File: config.mk
export PLATFORM = sky130hd
export DESIGN_NAME = shift_seq
export DESIGN_NICKNAME = d
export VERILOG_FILES = /design/src/rtl/shift_seq.sv
export SDC_FILE = /design/constraint.sdc
export NUM_CORES = 1
export LEC_CHECK = 0
export ABC_AREA = 0
export BUFFER_PORTS_ARGS = -buffer_cell sky130_fd_sc_hd__buf_4
export CORE_UTILIZATION = 55
export DETAILED_ROUTE_END_ITERATION = 10
export HOLD_SLACK_MARGIN = 0.05
export PLACE_DENSITY = 0.85
export SKIP_LAST_GASP = 1
export SYNTH_ARGS = -nofsm -noshare
export SYNTH_HDL_FRONTEND = slang
export SYNTH_SLANG_ARGS = --single-unit
File: constraint.sdc
create_clock -name clk -period 4.1 [get_ports clk]
set_input_delay 0.615 -clock clk [delete_from_list [all_inputs] [get_ports clk]]
set_output_delay 0.615 -clock clk [all_outputs]
set_load 0.01 [all_outputs]
File: src/rtl/shift_seq.sv
// shift_seq: sequential 16-bit shifter, one bit position per clock.
// Operations: none, logical left, logical right, arithmetic right.
// Optional carry output (last bit shifted out) enabled by defining
// SHIFT_SEQ_CARRY_EN; without it the carry port and register are absent.
module shift_seq (
  input  logic        clk,
  input  logic        rst,
  input  logic        start,
  input  logic [15:0] shift_in,
  input  logic [1:0]  shift_op,
  input  logic [3:0]  shift_amt,
  output logic        busy,
  output logic        done,
  output logic [15:0] shift_out
`ifdef SHIFT_SEQ_CARRY_EN
  ,
  output logic        carry
`endif
);

  typedef enum logic [1:0] {
    IDLE  = 2'd0,
    SHIFT = 2'd1,
    DONE  = 2'd2
  } state_t;

  localparam logic [1:0] OP_NONE = 2'b00;
  localparam logic [1:0] OP_SLL  = 2'b01;
  localparam logic [1:0] OP_SRL  = 2'b10;
  localparam logic [1:0] OP_SRA  = 2'b11;

  state_t      r_state;
  state_t      w_state_nxt;
  logic [15:0] r_data;
  logic [15:0] w_data_nxt;
  logic [1:0]  r_op;
  logic [1:0]  w_op_nxt;
  logic [3:0]  r_count;
  logic [3:0]  w_count_nxt;
  logic [15:0] w_shifted;
  logic        w_shout_bit;

`ifdef SHIFT_SEQ_CARRY_EN
  logic        r_carry;
  logic        w_carry_nxt;
`endif

  // One-position shift of the working register per the latched op, plus the bit leaving it
  always_comb begin
    w_shifted   = r_data;
    w_shout_bit = 1'b0;
    unique case (r_op)
      OP_SLL: begin
        w_shifted   = {r_data[14:0], 1'b0};
        w_shout_bit = r_data[15];
      end
      OP_SRL: begin
        w_shifted   = {1'b0, r_data[15:1]};
        w_shout_bit = r_data[0];
      end
      OP_SRA: begin
        w_shifted   = {r_data[15], r_data[15:1]};
        w_shout_bit = r_data[0];
      end
      default: begin
        w_shifted   = r_data;
        w_shout_bit = 1'b0;
      end
    endcase
  end

  // Next-state and datapath next values; start only matters in IDLE
  always_comb begin
    w_state_nxt = r_state;
    w_data_nxt  = r_data;
    w_op_nxt    = r_op;
    w_count_nxt = r_count;
`ifdef SHIFT_SEQ_CARRY_EN
    w_carry_nxt = r_carry;
`endif
    unique case (r_state)
      IDLE: begin
        if (start) begin
          w_data_nxt  = shift_in;
          w_op_nxt    = shift_op;
          w_count_nxt = shift_amt;
`ifdef SHIFT_SEQ_CARRY_EN
          w_carry_nxt = 1'b0;
`endif
          if ((shift_op == OP_NONE) || (shift_amt == 4'd0)) begin
            w_state_nxt = DONE;
          end else begin
            w_state_nxt = SHIFT;
          end
        end
      end
      SHIFT: begin
        w_data_nxt  = w_shifted;
        w_count_nxt = r_count - 4'd1;
`ifdef SHIFT_SEQ_CARRY_EN
        w_carry_nxt = w_shout_bit;
`endif
        if (r_count == 4'd1) begin
          w_state_nxt = DONE;
        end
      end
      DONE: begin
        w_state_nxt = IDLE;
      end
      default: begin
        w_state_nxt = IDLE;
      end
    endcase
  end

  // State register
  always_ff @(posedge clk or posedge rst) begin
    if (rst) begin
      r_state <= IDLE;
    end else begin
      r_state <= w_state_nxt;
    end
  end

  // Datapath registers: working data, latched op and remaining count
  always_ff @(posedge clk or posedge rst) begin
    if (rst) begin
      r_data  <= '0;
      r_op    <= '0;
      r_count <= '0;
    end else begin
      r_data  <= w_data_nxt;
      r_op    <= w_op_nxt;
      r_count <= w_count_nxt;
    end
  end

`ifdef SHIFT_SEQ_CARRY_EN
  // Carry register: last bit shifted out, cleared on accepted start
  always_ff @(posedge clk or posedge rst) begin
    if (rst) begin
      r_carry <= 1'b0;
    end else begin
      r_carry <= w_carry_nxt;
    end
  end

  assign carry = r_carry;
`else
  // Shift-out bit only feeds the optional carry register
  logic w_unused;
  assign w_unused = w_shout_bit;
`endif

  assign busy      = (r_state == SHIFT) || (r_state == DONE);
  assign done      = (r_state == DONE);
  assign shift_out = r_data;

endmodule

# Word level (Yosys, flattened, before mapping)
# Cells that the tools add are included.
word_totals:
  reg_bits: 24
  latchBits: 0
  ram_bits: 0
  romBits: 0
  in_bits: 25
  word_cells: 37
  n_memories: 0
op_classes:
  addsub: 1
  multipliers: 0
  n_div: 0
  magnitude_cmp: 0
  n_eq_ne: 11
  n_shift: 0
  muxes: 9
  n_bitwise: 0
  n_reduce_logical: 11
ops:
  columns: ["op", "n"]
  rows:
  - ["$pmux 16 s3", 1]
  - ["$pmux 16 s2", 1]
  - ["$mux 16", 1]
  - ["$pmux 4 s2", 1]
  - ["$eq 2x2->1 const B", 3]
  - ["$mux 2", 3]
  - ["$ne 2x2->1 const B", 3]
  - ["$reduce_and 2->1", 3]
  - ["$eq 2x1->1 const B", 2]
  - ["$eq 4x1->1 const B", 1]
  - ["$logic_not 2->1", 2]
  - ["$logic_not 4->1", 1]
  - ["$mux 4", 1]
  - ["$ne 4x1->1 const B", 1]
  - ["$pmux 2 s2", 1]
  - ["$reduce_and 4->1", 1]
  - ["$sub 4x1->4 const B", 1]
  - ["$ne 3x1->1 const B", 1]
  - ["$reduce_and 3->1", 1]
  - ["$logic_or 1x1->1", 2]
  - ["$reduce_bool 2->1", 1]

# Longest topological paths before layout
depth:
  ltp_word: 5
  depth_mapped: 7

# Least setup slack after synthesis
# OpenSTA, ideal clock, no wires.
synth_path:
  path_type: "reg2reg"
  startpoint: "register r_state[0]"
  endpoint: "register r_data[0] (netlist: shift_out[0])"
  setup_ps: 125
  t_arrival_ps: 1517
  required_time_ps: 3975
  slack_ps: 2458
  stages_incl_launch_ff: 7
  path_buffers: 1
  path_cell_list: "dfrtp_1 > inv_1 > ha_1 > buf_6 > mux2_4 > nand2b_4 > mux2_2"
synth_between:
  elab_chain_len: 3
  word_cells_on_any_way: 7
  cone_classes: "3 x eq/ne; 1 x mux; 3 x reduce/logical"
synth_lines:
  columns: ["element", "line_no", "source"]
  rows:
  - ["start, declared", "32", "state_t r_state;"]
  - ["start signal, assigned", "121", "r_state <= w_state_nxt;"]
  - ["$eq 2x1->1 or $logic_not 2->1 (tied branches)", "81", "unique case (r_state)"]
  - ["$ne 4x1->1 (no line) (tied with other cells)", null, null]
  - ["$reduce_and 3->1 (no line)", null, null]
  - ["end signal, assigned", "132", "r_data <= w_data_nxt;"]
  - ["end, declared", "34", "logic [15:0] r_data;"]
# Several ways; a longest one is shown, not always the timed one.
# A chain may end at the register's enable or synchronous reset.

# Final worst setup path
layout_path:
  startpoint: "register r_state[1]"
  endpoint: "register r_data[13] (netlist: shift_out[13])"
# The elaborated chain is that of the path after synthesis.

==> results.py <==
metrics = {
    "run_status": {
        "status": "finished clean",
    },
    "layout": {
        "final_area_sq_um": 1828,
        "multi_input_area_sq_um": 800.8,
        "fillers": 193,
        "drive_above_1_share_pct": 28.35,
        "syn_to_final_growth_pct": 22.05,
        "nNetsFinal": 228,
        "seq_area_sq_um": 600.6,
        "n_antenna_cell": 0,
    },
    "setup_path": {
        "crit_fanout": 14,
        "reg2reg_slack_ps": 1760,
        "end_kind": "flip-flop",
        "cp.arrival_ps": 2550,
        "path_class": "reg -> reg",
        "reg2regPathDepth": 5,
        "rr_startpoint": "r_state[1]$_DFFE_PP0P_",
        "start_kind": "flip-flop",
        "r2r-end": "shift_out[13]$_DFFE_PP0P_",
        "cp.required_ps": 4310,
    },
    "timing": {
        "finalSetupViolCount": 0,
        "hold_viol_final": 0,
        "slew-limit-headroom_pct": 29.62,
        "post-route-period-util_pct": 57.14,
        "tightest_slew_ps": 1052,
        "period_minus_slack_ps": 2343,
        "grt_setup_unrepaired": "no",
        "fmax_mhz": 426.8,
        "clock_skew_ps": 19.16,
        "slew_violations": 0,
        "finalSetupTns_ps": 0,
    },
    "route": {
        "routedWlPerCell_microns": 16.95,
        "top_layer_used": "met4",
        "ant_nets": 0,
        "routed_wl_microns": 3796,
        "wl_met2_microns": 1906,
        "routed-via-count": 1463,
        "drtPass1Iterations": 4,
        "wl_met1_microns": 1616,
        "initialDrtViolationCount": 61,
        "vias_per_cell": 6.531,
        "met3WireLength_microns": 226,
        "drc": 0,
    },
    "synth": {
        "synth_top_area_share_pct": 40.10,
        "synth_area_leaders": "dfrtp_1, a221oi_1, o31ai_1",
        "yosysWarningCount": 0,
        "ys_ff_latch": 24,
        "syn-instance-count": 158,
        "syn-cell-area_sq_um": 1498,
        "ys_types": 39,
        "ys_seq_area_share_pct": 40.10,
        "yosysTopAreaCell": "dfrtp_1",
        "avgSynthCellArea_sq_um": 9.479,
        "synth_nets": 191,
    },
    "clocking": {
        "clk_latency_ps": 340,
        "ctsLongestPathBuffers": 2,
        "holdBufCountCts": 0,
        "cts.reportedPaths.clkPinSlew_ps": 160,
        "htreeDepth": 1,
        "cts_made_buffers": 3,
        "postCtsSetupRepairBufs": 0,
        "cts_tree": "yes",
        "clockRootBuffer": "clkbuf_4",
        "cts_resized": 0,
        "cts.sinks": 24,
    },
    "die": {
        "die_area_sq_um": 2936,
        "core-area_sq_um": 2522,
        "start_util_pct": 59.37,
        "rows": 18,
        "die_h_microns": 54.19,
        "die_w_microns": 54.19,
        "ios": 43,
    },
    "grt": {
        "antenna_found_initial": 0,
        "grt_pass1_vias": 1363,
        "grt_max_degree": 31,
        "grt_pass1_wl_microns": 6127,
        "grt_use_total_pct": 28.87,
        "grt-ovfl-total": 0,
    },
    "placed_design": {
        "routabilityCongestion": 0.7637,
        "hpwl_microns": 2609,
        "io_buffers": 42,
        "dpl_cell_area_sq_um": 1792,
    },
    "power": {
        "ir_worst_vdd_v": 0.0005876,
        "leakage_nw": 0.8447,
        "power.density_nw_per_um2": 808.2,
    },
    "min_path": {
        "min_path_type": "in -> async",
    },
    "flow_run": {
        "max-cap-violations": 0,
    },
}
-- how the worst max path moves through the flow --
stage / start / end / slack (ps)
after floorplan: r_state[0]$_DFFE_PP0P_ / shift_out[0]$_DFFE_PP0P_ / 2460
after global placement: r_state[0]$_DFFE_PP0P_ / shift_out[13]$_DFFE_PP0P_ / 2080
after detailed placement: r_state[1]$_DFFE_PP0P_ / shift_out[13]$_DFFE_PP0P_ / 2000
after CTS: r_state[1]$_DFFE_PP0P_ / shift_out[13]$_DFFE_PP0P_ / 1860
after global routing: r_state[1]$_DFFE_PP0P_ / shift_out[13]$_DFFE_PP0P_ / 1590
final: r_state[1]$_DFFE_PP0P_ / shift_out[13]$_DFFE_PP0P_ / 1760
-- per-layer routing --
layer / up-vias / track usage, %
li1: 669 / -
met1: 708 / 37.26
met2: 79 / 49.80
met3: 7 / 2.825
met4: 0 / 9.829
met5: - / 0
-- synthesized netlist by cell type --
cell	n
buf_2	5
buf_6	2
mux2_4	1
nor2_1	19
o21a_1	1
inv_1	7
nand2_1	3
o2bb2ai_1	1
and2_1	1
a21oi_1	2
nand3b_1	1
and2b_1	1
dfrtp_1	24
nor2b_1	1
a221oi_1	14
mux2_2	3
nor4_1	1
nand2b_1	1
clkbuf_1	3
o221a_2	1
nand2b_4	1
nand3_1	2
o22ai_1	1
a22oi_1	1
a31oi_1	5
o211a_1	1
o22a_1	1
and3b_4	1
inv_2	1
o21ai_0	20
ha_1	8
nor3_1	3
mux2i_1	1
nor3b_1	2
o31ai_1	14
a22o_1	1
a21o_1	1
or2b_1	1
buf_4	1
-- cell type report --
class,count,area share (%)
clock buffers,4,1.985
flip-flops and latches,24,32.85
well taps,30,2.053
repair buffers,43,17.66
multi-input cells,115,43.81
inverters,8,1.643
-- layout by cell type, fill, tap and decap left out, drive strengths merged --
cell type,instances
inv,8
a22oi,1
o22ai,1
nor3,3
o21a,1
nor2b,1
nor3b,2
nand3,2
a21oi,2
o22a,1
dfrtp,24
o221a,1
nand3b,1
a221oi,14
clkbuf,4
nand2,3
nor4,1
nor2,19
o2bb2ai,1
a21o,1
o211a,1
and2b,1
or2b,1
and3b,1
buf,43
o21ai,20
nand2b,2
a22o,1
ha,8
mux2i,1
a31oi,5
mux2,4
o31ai,14
and2,1
-- power breakdown --
group          internal [W]  switching [W]
Combinational      0.000381       0.000477
Sequential         0.000358       0.000128
Clock             0.0000544      0.0000795
-- cell families (layout without fill, tap and decap cells) --
group / after synthesis / count (layout) / share of synthesized area (%)
adder cells (fa/ha/maj): 8 / 8 / 6.684
multiplexers: 5 / 5 / 3.926
AND/OR/NAND/NOR: 38 / 38 / 13.12
flip-flops: 24 / 24 / 40.10
buffers and inverters: 19 / 55 / 6.433
AO/OA/AOI/OAI: 64 / 64 / 29.74
-- registers in the layout, indices dropped and copies added, names as in the netlist --
signal / count
shift_out: 16
r_count: 4
r_op: 2
r_state: 2
-- critical path, stage by stage, from the launching register on --
cell     delay, ps
dfrtp_1        420
inv_1          120
ha_1           390
mux2i_1        850
o21ai_0        270
o31ai_1        160
-- stage by stage --
step                      hold WS (ps)  cells  power [W]  setup WS, ps  utilization (%)
after global placement           521.4    220   0.001296          2082            71.03
after detailed placement         534.5    220   0.001336          1996            71.03
after floorplan                  502.6    158   0.001075          2458                -
after CTS                        511.5    224   0.001470          1859            72.47
final                            464.5    224   0.001477          1757            72.47
after global routing             524.9    224   0.001592          1595            72.47
(Power assumes the default switching activity.)
